===== src/rtl/ps2_mouse_packet_decoder_pkg.sv =====
// Shared constants, packet bit positions and FSM encodings for the PS/2 mouse decoder.
// Latency: none (declarations only).
// Backpressure: none (declarations only).
package ps2_mouse_packet_decoder_pkg;

    // Default screen geometry and timing
    localparam int H_MAX_DEF          = 640;
    localparam int V_MAX_DEF          = 480;
    localparam int TIMEOUT_CYCLES_DEF = 2_000_000;
    localparam int EVENT_GAP_DEF      = 2048;

    // Bit positions inside the first (status) byte of a packet
    localparam int L_BIT    = 0;
    localparam int R_BIT    = 1;
    localparam int SYNC_BIT = 3;
    localparam int XS_BIT   = 4;
    localparam int YS_BIT   = 5;
    localparam int XOVF_BIT = 6;
    localparam int YOVF_BIT = 7;

    // Packet assembly states: one state per expected byte
    typedef enum logic [1:0] {
        BYTE0 = 2'd0,
        BYTE1 = 2'd1,
        BYTE2 = 2'd2
    } pkt_state_t;

    // Status-byte fields kept while the rest of the packet arrives
    typedef struct packed {
        logic yovf;
        logic xovf;
        logic ys;
        logic xs;
        logic right;
        logic left;
    } pkt_hdr_t;

    function automatic pkt_hdr_t decode_hdr(input logic [7:0] b);
        pkt_hdr_t h;
        h.yovf  = b[YOVF_BIT];
        h.xovf  = b[XOVF_BIT];
        h.ys    = b[YS_BIT];
        h.xs    = b[XS_BIT];
        h.right = b[R_BIT];
        h.left  = b[L_BIT];
        return h;
    endfunction

endpackage


===== src/rtl/ps2_mouse_packet_decoder_if.sv =====
// Byte stream in, published cursor state out, bundled for the decoder.
// Latency: none (wires only).
// Backpressure: none; the byte stream is a strobe with no ready path.
interface ps2_mouse_packet_decoder_if;
    logic [7:0] rx_data;
    logic       rx_valid;
    logic [9:0] MOUSE_X_POS;
    logic [9:0] MOUSE_Y_POS;
    logic       MOUSE_LEFT;
    logic       MOUSE_RIGHT;
    logic       new_event;
    logic       resync_drop;

    // Byte source / event consumer side
    modport master (
        output rx_data, rx_valid,
        input  MOUSE_X_POS, MOUSE_Y_POS, MOUSE_LEFT, MOUSE_RIGHT, new_event, resync_drop
    );

    // Decoder side
    modport slave (
        input  rx_data, rx_valid,
        output MOUSE_X_POS, MOUSE_Y_POS, MOUSE_LEFT, MOUSE_RIGHT, new_event, resync_drop
    );
endinterface


===== src/rtl/ps2_mouse_packet_decoder_axis_accum_clamp.sv =====
// One cursor axis: position plus signed 9-bit delta, clamped to 0..max.
// Latency: combinational.
// Backpressure: none.
module axis_accum_clamp (
    input  logic [9:0]        pos,
    input  logic signed [8:0] delta,
    input  logic              ovf,     // overflowed delta is ignored
    input  logic              invert,  // subtract instead of add (PS/2 Y grows upward)
    input  logic [9:0]        max,     // largest legal position, inclusive
    output logic [9:0]        next_pos
);

    logic signed [10:0] pos_s;
    logic signed [10:0] delta_s;
    logic signed [10:0] lim_s;
    logic signed [10:0] sum;

    // 11-bit signed add covers -256..895, so both clamp ends are visible
    always_comb begin
        pos_s    = $signed({1'b0, pos});
        lim_s    = $signed({1'b0, max});
        delta_s  = ovf ? 11'sd0 : $signed({{2{delta[8]}}, delta});
        if (invert) begin
            delta_s = -delta_s;
        end
        sum      = pos_s + delta_s;
        next_pos = sum[9:0];
        if (sum < 11'sd0) begin
            next_pos = '0;
        end else if (sum > lim_s) begin
            next_pos = max;
        end
    end

endmodule


===== src/rtl/ps2_mouse_packet_decoder.sv =====
// Assembles 3-byte PS/2 mouse packets into a clamped cursor and publishes rate-limited events.
// Latency: new_event two cycles after the byte2 strobe when no event gap is running.
// Backpressure: none upstream; downstream is protected by a minimum gap with coalescing of packets.
module ps2_mouse_packet_decoder
    import ps2_mouse_packet_decoder_pkg::*;
#(
    parameter int H_MAX          = H_MAX_DEF,
    parameter int V_MAX          = V_MAX_DEF,
    parameter int TIMEOUT_CYCLES = TIMEOUT_CYCLES_DEF,
    parameter int EVENT_GAP      = EVENT_GAP_DEF
) (
    input logic                        clk,
    input logic                        rst,
    ps2_mouse_packet_decoder_if.slave  bus
);

    localparam int TO_W  = (TIMEOUT_CYCLES > 2) ? $clog2(TIMEOUT_CYCLES) : 1;
    localparam int GAP_W = (EVENT_GAP > 2) ? $clog2(EVENT_GAP) : 1;

    localparam logic [TO_W-1:0]  TO_LAST  = TO_W'(TIMEOUT_CYCLES - 1);
    localparam logic [GAP_W-1:0] GAP_LOAD = GAP_W'(EVENT_GAP - 1);
    localparam logic [9:0]       X_LIM    = 10'(H_MAX - 1);
    localparam logic [9:0]       Y_LIM    = 10'(V_MAX - 1);
    localparam logic [9:0]       X_HOME   = 10'(H_MAX / 2);
    localparam logic [9:0]       Y_HOME   = 10'(V_MAX / 2);

    pkt_state_t        state_q, state_d;
    pkt_hdr_t          hdr_q;
    logic [7:0]        dx_lo_q;
    logic [TO_W-1:0]   to_cnt_q;
    logic [GAP_W-1:0]  gap_q;
    logic              pending_q;

    logic [9:0]        acc_x_q, acc_y_q;
    logic              acc_l_q, acc_r_q;
    logic [9:0]        pub_x_q, pub_y_q;
    logic              pub_l_q, pub_r_q;
    logic              new_event_q;
    logic              drop_q;

    logic              hdr_ld, dx_ld, complete, bad_sync, timeout, publish;
    logic signed [8:0] dx, dy;
    logic [9:0]        next_x, next_y;

    // Byte2 is consumed straight off the bus in its strobe cycle
    assign dx = $signed({hdr_q.xs, dx_lo_q});
    assign dy = $signed({hdr_q.ys, bus.rx_data});

    axis_accum_clamp u_x (
        .pos      (acc_x_q),
        .delta    (dx),
        .ovf      (hdr_q.xovf),
        .invert   (1'b0),
        .max      (X_LIM),
        .next_pos (next_x)
    );

    axis_accum_clamp u_y (
        .pos      (acc_y_q),
        .delta    (dy),
        .ovf      (hdr_q.yovf),
        .invert   (1'b1),
        .max      (Y_LIM),
        .next_pos (next_y)
    );

    // Packet FSM state register
    always_ff @(posedge clk) begin
        if (rst) begin
            state_q <= BYTE0;
        end else begin
            state_q <= state_d;
        end
    end

    // Next state and per-byte strobes; a byte arriving on the last idle cycle still wins over timeout
    always_comb begin
        state_d  = state_q;
        hdr_ld   = 1'b0;
        dx_ld    = 1'b0;
        complete = 1'b0;
        bad_sync = 1'b0;
        timeout  = 1'b0;
        case (state_q)
            BYTE0: begin
                if (bus.rx_valid) begin
                    if (bus.rx_data[SYNC_BIT]) begin
                        hdr_ld  = 1'b1;
                        state_d = BYTE1;
                    end else begin
                        bad_sync = 1'b1;
                    end
                end
            end
            BYTE1: begin
                if (bus.rx_valid) begin
                    dx_ld   = 1'b1;
                    state_d = BYTE2;
                end else if (to_cnt_q == TO_LAST) begin
                    timeout = 1'b1;
                    state_d = BYTE0;
                end
            end
            BYTE2: begin
                if (bus.rx_valid) begin
                    complete = 1'b1;
                    state_d  = BYTE0;
                end else if (to_cnt_q == TO_LAST) begin
                    timeout = 1'b1;
                    state_d = BYTE0;
                end
            end
            default: begin
                state_d = BYTE0;
            end
        endcase
        publish = pending_q && (gap_q == '0);
    end

    // Packet field capture and mid-packet idle counter
    always_ff @(posedge clk) begin
        if (rst) begin
            hdr_q    <= '0;
            dx_lo_q  <= '0;
            to_cnt_q <= '0;
            drop_q   <= 1'b0;
        end else begin
            if (hdr_ld) begin
                hdr_q <= decode_hdr(bus.rx_data);
            end
            if (dx_ld) begin
                dx_lo_q <= bus.rx_data;
            end
            if (state_q == BYTE0 || bus.rx_valid || timeout) begin
                to_cnt_q <= '0;
            end else begin
                to_cnt_q <= to_cnt_q + 1'b1;
            end
            drop_q <= bad_sync | timeout;
        end
    end

    // Accumulated cursor keeps moving even while events are held off
    always_ff @(posedge clk) begin
        if (rst) begin
            acc_x_q <= X_HOME;
            acc_y_q <= Y_HOME;
            acc_l_q <= 1'b0;
            acc_r_q <= 1'b0;
        end else if (complete) begin
            acc_x_q <= next_x;
            acc_y_q <= next_y;
            acc_l_q <= hdr_q.left;
            acc_r_q <= hdr_q.right;
        end
    end

    // Event gap and publish; a completion on a publish edge re-arms pending for the next window
    always_ff @(posedge clk) begin
        if (rst) begin
            gap_q       <= '0;
            pending_q   <= 1'b0;
            new_event_q <= 1'b0;
            pub_x_q     <= X_HOME;
            pub_y_q     <= Y_HOME;
            pub_l_q     <= 1'b0;
            pub_r_q     <= 1'b0;
        end else begin
            new_event_q <= publish;
            if (publish) begin
                pub_x_q   <= acc_x_q;
                pub_y_q   <= acc_y_q;
                pub_l_q   <= acc_l_q;
                pub_r_q   <= acc_r_q;
                gap_q     <= GAP_LOAD;
                pending_q <= 1'b0;
            end else if (gap_q != '0) begin
                gap_q <= gap_q - 1'b1;
            end
            if (complete) begin
                pending_q <= 1'b1;
            end
        end
    end

    assign bus.MOUSE_X_POS = pub_x_q;
    assign bus.MOUSE_Y_POS = pub_y_q;
    assign bus.MOUSE_LEFT  = pub_l_q;
    assign bus.MOUSE_RIGHT = pub_r_q;
    assign bus.new_event   = new_event_q;
    assign bus.resync_drop = drop_q;

endmodule


===== src/flat_wrapper.sv =====
// flat-port wrapper written by rule: the top's interface ports become plain ports
module ps2_mouse_packet_decoder_flat import ps2_mouse_packet_decoder_pkg::*;
#(
    parameter int H_MAX          = H_MAX_DEF,
    parameter int V_MAX          = V_MAX_DEF,
    parameter int TIMEOUT_CYCLES = TIMEOUT_CYCLES_DEF,
    parameter int EVENT_GAP      = EVENT_GAP_DEF
)
  (clk, rst, bus_rx_data, bus_rx_valid, bus_MOUSE_X_POS, bus_MOUSE_Y_POS, bus_MOUSE_LEFT, bus_MOUSE_RIGHT, bus_new_event, bus_resync_drop);
  ps2_mouse_packet_decoder_if bus_i ();
  input logic clk;
  input logic rst;
  input wire logic [$bits(bus_i.rx_data)-1:0] bus_rx_data;
  input wire logic [$bits(bus_i.rx_valid)-1:0] bus_rx_valid;
  output wire logic [$bits(bus_i.MOUSE_X_POS)-1:0] bus_MOUSE_X_POS;
  output wire logic [$bits(bus_i.MOUSE_Y_POS)-1:0] bus_MOUSE_Y_POS;
  output wire logic [$bits(bus_i.MOUSE_LEFT)-1:0] bus_MOUSE_LEFT;
  output wire logic [$bits(bus_i.MOUSE_RIGHT)-1:0] bus_MOUSE_RIGHT;
  output wire logic [$bits(bus_i.new_event)-1:0] bus_new_event;
  output wire logic [$bits(bus_i.resync_drop)-1:0] bus_resync_drop;
  assign bus_i.rx_data = bus_rx_data;
  assign bus_i.rx_valid = bus_rx_valid;
  assign bus_MOUSE_X_POS = bus_i.MOUSE_X_POS;
  assign bus_MOUSE_Y_POS = bus_i.MOUSE_Y_POS;
  assign bus_MOUSE_LEFT = bus_i.MOUSE_LEFT;
  assign bus_MOUSE_RIGHT = bus_i.MOUSE_RIGHT;
  assign bus_new_event = bus_i.new_event;
  assign bus_resync_drop = bus_i.resync_drop;
  ps2_mouse_packet_decoder #(.H_MAX(H_MAX), .V_MAX(V_MAX), .TIMEOUT_CYCLES(TIMEOUT_CYCLES), .EVENT_GAP(EVENT_GAP)) u_core (.clk(clk), .rst(rst), .bus(bus_i));
endmodule

===== config.mk =====
export PLATFORM = sky130hd
export DESIGN_NAME = ps2_mouse_packet_decoder_flat
export DESIGN_NICKNAME = d
export VERILOG_FILES = /design/src/rtl/ps2_mouse_packet_decoder_pkg.sv /design/src/rtl/ps2_mouse_packet_decoder_if.sv /design/src/rtl/ps2_mouse_packet_decoder_axis_accum_clamp.sv /design/src/rtl/ps2_mouse_packet_decoder.sv /design/src/flat_wrapper.sv
export SDC_FILE = /design/constraint.sdc
export NUM_CORES = 1
export LEC_CHECK = 0
export ABC_AREA = 1
export CORE_MARGIN = 8
export CORE_UTILIZATION = 35
export CTS_CLUSTER_SIZE = 40
export DETAILED_ROUTE_END_ITERATION = 10
export GPL_ROUTABILITY_DRIVEN = 0
export SYNTH_ARGS = -nofsm -noshare
export SYNTH_HDL_FRONTEND = slang
export SYNTH_SLANG_ARGS = --single-unit

===== constraint.sdc =====
create_clock -name clk -period 2.9 [get_ports clk]
set_input_delay 0.435 -clock clk [delete_from_list [all_inputs] [get_ports clk]]
set_output_delay 0.435 -clock clk [all_outputs]
set_load 0.1 [all_outputs]

Yosys cells after proc, flatten, opt, wreduce, memory -nomap -nowiden
Index checks and enable logic that the tools add are counted.
W data, S select, Z words.
{ "totals": {"ff_bits": 95, "inputBits": 11, "out_inout_bits": 24, "elab_cells": 75} }
{ "classes": {"n_mux": 28, "addsub": 5, "order_cmp": 4, "reduce_logical": 11, "eq_ne": 5, "bitwise": 1} }
{ "op_table": {"columns": ["op", "n"], "rows": [
  ["$mux W11", 4],
  ["$mux W10", 4],
  ["$add A11 B11 Y11", 2],
  ["$lt A11 B1 Y1 const B", 2],
  ["$add A21 B1 Y21 const B", 1],
  ["$eq A21 B21 Y1 const B", 1],
  ["$mux W1", 14],
  ["$gt A11 B10 Y1 const B", 1],
  ["$gt A11 B11 Y1 const B", 1],
  ["$logic_not A11 Y1", 1],
  ["$neg A11 Y11", 1],
  ["$reduce_bool A11 Y1", 1],
  ["$sub A11 B1 Y11 const B", 1],
  ["$mux W2", 5],
  ["$pmux W2 S3", 1],
  ["$ne A2 B2 Y1 const B", 2],
  ["$reduce_bool A2 Y1", 2],
  ["$reduce_or A2 Y1", 2],
  ["$eq A2 B1 Y1 const B", 1],
  ["$eq A2 B2 Y1 const B", 1],
  ["$logic_not A2 Y1", 1],
  ["$logic_or A1 B1 Y1", 2],
  ["$reduce_and A2 Y1", 1],
  ["$logic_and A1 B1 Y1", 1],
  ["$or A1 B1 Y1", 1]
]} }

Logic depth before layout (Yosys ltp)
{ "logic_depth": {"depth_word": 6, "mapped_depth": 18, "depth_no_buf": 18} }

Hierarchy
Synthesis repeated with hierarchy kept, for this count alone.
{ "hier_totals": {"hier_cells": 982, "hier_area_um2": 6550.0} }
{ "by_module_without_submodules": {"columns": ["module", "cells_each", "instances", "seq_area_each_um2", "area_each_um2"], "rows": [
  ["ps2_mouse_packet_decoder", 537, 1, 1901.8, 3976.3],
  ["axis_accum_clamp (u_core.u_x)", 216, 1, 0.0, 1302.5],
  ["axis_accum_clamp (u_core.u_y)", 229, 1, 0.0, 1271.2]
]} }

Worst setup path after synthesis
Ideal clock, no wire load.
{ "synth_timing": {"kind": "register -> register", "start": "reg u_core.hdr_q[4] in the netlist's numbering", "end": "reg u_core.acc_x_q[0]", "synth_period_minus_slack_ps": 2239, "required_time_ps": 2768, "path_stages_with_launch": 19, "slack_ps": 661, "path_buffers": 1, "setup_time_ps": 132, "t_arrival_ps": 2107, "cell_sequence": "dfxtp_1 clkbuf_1 nor2_1 ha_1 inv_1 fa_1 inv_1 nand3_1 nand2_1 nand2_1 nand2_1 nand2_1 nand2_1 nand2_1 nand2_1 nand3b_4 nand2_1 nand2_1 a21oi_1"} }
{ "synth_between": {"elab_chain_len": 5, "word_cells_on_any_way": 6, "cone_classes": "add/sub (1); order compare (2); mux (3)"} }
{ "synth_rtl": {"columns": ["item", "line", "rtl"], "rows": [
  ["start: declaration", "ps2_mouse_packet_decoder.sv:28", "pkt_hdr_t hdr_q;"],
  ["start signal: assignment", "ps2_mouse_packet_decoder.sv:129", "hdr_q <= decode_hdr(bus.rx_data);"],
  ["$mux W11 (*)", "ps2_mouse_packet_decoder_axis_accum_clamp.sv:22", "delta_s = ovf ? 11'sd0 : $signed({{2{delta[8]}}, delta});"],
  ["$add A11 B11 Y11 (*)", "ps2_mouse_packet_decoder_axis_accum_clamp.sv:26", "sum = pos_s + delta_s;"],
  ["$gt A11 B11 Y1", "ps2_mouse_packet_decoder_axis_accum_clamp.sv:30", "end else if (sum > lim_s) begin"],
  ["$mux W10", "ps2_mouse_packet_decoder_axis_accum_clamp.sv:30", null],
  ["$mux W10 (*)", "ps2_mouse_packet_decoder_axis_accum_clamp.sv:28", "if (sum < 11'sd0) begin"],
  ["end signal: assignment", "ps2_mouse_packet_decoder.sv:151", "acc_x_q <= next_x;"],
  ["end: declaration", "ps2_mouse_packet_decoder.sv:34", "logic [9:0] acc_x_q, acc_y_q;"]
]} }
Mark *: on every way between the ends. The rest lies on a longest branch, timed or not.
A chain may end at the register's enable or synchronous reset.

Worst setup path after layout
{ "layout_timing": {"start": "reg u_core.hdr_q[4] in the netlist's numbering", "end": "reg u_core.acc_x_q[4]"} }
The elaborated chain is that of the path after synthesis.

==> impl_metrics.yaml <==
timing:
  tightest_slew_ns: 0.459
  maxSlewViolCount: 0
  rsz0062_at_grt: "no"
  maxSlewHeadroom_pct: 69.1
  min_period_over_period_pct: 87.4
  timing.fmax_mhz: 394
  skew_ns: 0.00750
  fin_setup_tns_ns: 0
  postLayoutSetupSlackWorst_ns: 0.365
  setup_violations: 0
  hold_viol_final: 0
  period_minus_slack_ns: 2.53
synth:
  synth_edf_count: 0
  ys.flop_type: "dfxtp_1"
  yosysTopAreaCell: "dfxtp_1"
  synth_seq_cells: 95
  seq_area_frac_synth_pct: 36.6
  synth.net_count: 766
  synth_area_leaders: "dfxtp_1, nand2_1, inv_1"
  yosysTopAreaCellShare_pct: 36.6
  async_reset_ff_share_pct: 0
  netlist_area_um2: 5200
  synth_cell_types: 46
  synthCells: 725
  ys_warn_count: 0
  syn_area_per_cell_um2: 7.17
grt:
  grt.overflow.total: 0
  grt_max_degree: 45
  grt_usage_pct: 13.1
  grt_pass1_wl_mm: 19.9
  grt_pass1_vias: 4228
  antenna_found_initial: 0
clocking:
  cts_tree: "yes"
  htree_num_levels: 3
  holdBufCountCts: 0
  clkLatencyLatePin_ns: 0.35
  cts.clk_slew.worst_paths_ns: 0.07
  cts-resized-gates: 0
  cts_buffer_depth: 2
  cts_made_buffers: 9
  clock-root-buffer: "clkbuf_16"
  post_cts_buffers: 0
  clkSinkCount: 95
placed_design:
  io_buffers: 34
  dpl.hpwl_mm: 9.09
  dp_cells: 931
  pre_cts_slack_ns: 0.133
routing:
  wl_per_cell_um: 12.4
  first_iter_violations: 239
  antenna_left: 0
  first_pass_iters: 5
  wl_mm: 11.7
  drc: 0
  vias: 4413
  viasPerCell: 4.66
finish:
  layout-drive-gt1-share_pct: 11.8
  area_delta_synth_final_pct: 14.9
  nNetsFinal: 799
  fin_cells: 947
  diodes: 0
  utilization_pct: 41.1
  fillers: 1546
die:
  core.rowCount: 44
  core_um2: 14500
  start_util_pct: 35.8
  die_h_um: 138
  ios: 35
  die_area_um2: 19000
  die_x_um: 138
critical_path:
  cp.required_ns: 3.18
  worst-endpoint-arrival_ns: 2.82
  start_kind: "flop"
  crit_fanout: 9
  endpoint_kind: "flop"
  critical_path_class: "flop to flop"
outcome:
  status: "complete, no violations"
worst_hold_path:
  min_path_type: "flop to flop"
power:
  powerDensity_nw_per_um2: 597
  vdd_ir_drop_max_mv: 0.333
  power_uw: 3570
  p_leak_uw: 0.00258
flow_run:
  max_cap_viol_count: 0
-- Yosys cell counts, types with 2 or more instances --
master	count
a211oi_1	2
a21oi_1	64
a21oi_2	4
a31oi_1	3
buf_2	7
clkbuf_1	12
dfxtp_1	95
fa_1	2
ha_1	28
inv_1	104
inv_2	4
nand2_1	158
nand2_2	9
nand3_1	32
nand3_2	3
nand4_1	11
nor2_1	69
nor2_2	4
nor2_4	5
nor3_1	9
nor3_2	2
nor3b_1	4
nor3b_2	2
nor4_1	5
o21a_1	2
o21ai_0	39
o21ai_1	5
o21ai_2	2
o21bai_1	2
xnor2_1	11
xor2_1	11
-- metal layers --
| metal | vias to the layer above | share of wire [%] | track usage (%) |
|---|---|---|---|
| met5 | - | 0 | 0 |
| met1 | 1945 | 49 | 16.6 |
| met3 | 17 | 3.5 | 2.64 |
| met4 | 0 | 2.1 | 5.49 |
| li1 | 2392 | - | - |
| met2 | 59 | 45 | 21.2 |
-- placed cells by master, fill, tap and decap left out, drive strengths merged, types with 5 or more instances in the layout --
master,instances
xor2,12
xnor2,11
ha,28
nor3,12
inv,111
a21oi,69
clkdlybuf4s50,10
o21ai,46
nand2,168
nand3,35
dfxtp,95
nor3b,6
nor2,78
nand4,12
nor4,5
clkbuf,9
buf,32
-- where the power goes --
part	switching [µW]	internal [µW]
sequential	79.7	1410
combinational	597	329
clock	549	602
total	1230	2340
-- state kept, by name, indices dropped and copies added, names as in the netlist, 2 cells and up --
| register | count |
|---|---|
| u_core.gap_q | 11 |
| u_core.dx_lo_q | 8 |
| u_core.acc_y_q | 10 |
| u_core.to_cnt_q | 21 |
| u_core.bus.MOUSE_X_POS | 10 |
| u_core.acc_x_q | 10 |
| u_core.bus.MOUSE_Y_POS | 10 |
| u_core.hdr_q | 4 |
| u_core.state_q | 2 |
-- critical path, cell delays in order (launching register included) --
cell and delay (ns):
dfxtp_1 0.39, nor2_1 0.22, ha_1 0.21, inv_1 0.08, fa_1 0.41, inv_1 0.07
nand3_1 0.06, nand2_1 0.14, nand2_1 0.07, nand2_1 0.09, nand2_1 0.07, nand3_1 0.09
nand2_1 0.11, nand3b_4 0.21, nand2_1 0.08, nand2_1 0.05, a21oi_1 0.12
-- per-stage QoR --
stage,area [µm²],hold slack [ns]
after floorplan,5200,0.417
after global placement,5680,0.434
after detailed placement,5680,0.437
after CTS,5980,0.447
after global routing,5980,0.471
final,5980,0.442
-- logic make-up (layout without fill, tap and decap cells) --
| kind of cell | after synthesis | in the layout | share of synthesized area, % |
|---|---|---|---|
| buf+inv | 128 | 166 | 9.48 |
| xor+xnor | 23 | 23 | 4.02 |
| simple gates | 320 | 320 | 28.6 |
| compound gates | 129 | 129 | 13.8 |
| fa+ha+maj | 30 | 30 | 7.51 |
| flops | 95 | 95 | 36.6 |
-- area by class of cell --
cell class | count | area (µm²) | area share, %
Sequential cell | 95 | 1900 | 31.8
Tap cell | 184 | 230 | 3.85
Timing Repair Buffer | 42 | 340 | 5.70
Inverter | 108 | 405 | 6.78
Clock buffer | 9 | 225 | 3.77
Multi-Input combinational cell | 502 | 2810 | 47.0
Clock inverter | 7 | 66.3 | 1.11
-- worst paths after layout --
kind / depth (start not counted) / slack [ns] / startpoint / to
setup / recovery: 16 / 0.37 / u_core.hdr_q[4]$_SDFFE_PP0P_ / u_core.acc_x_q[4]$_SDFFE_PP0P_
hold / removal: 2 / 0.44 / u_core.bus.MOUSE_X_POS[2]$_SDFFE_PP0P_ / u_core.bus.MOUSE_X_POS[2]$_SDFFE_PP0P_
setup reg to reg: 16 / 0.37 / u_core.hdr_q[4]$_SDFFE_PP0P_ / u_core.acc_x_q[4]$_SDFFE_PP0P_
hold reg to reg: 2 / 0.44 / u_core.bus.MOUSE_X_POS[2]$_SDFFE_PP0P_ / u_core.bus.MOUSE_X_POS[2]$_SDFFE_PP0P_
Power figures use the tool's default switching activity.
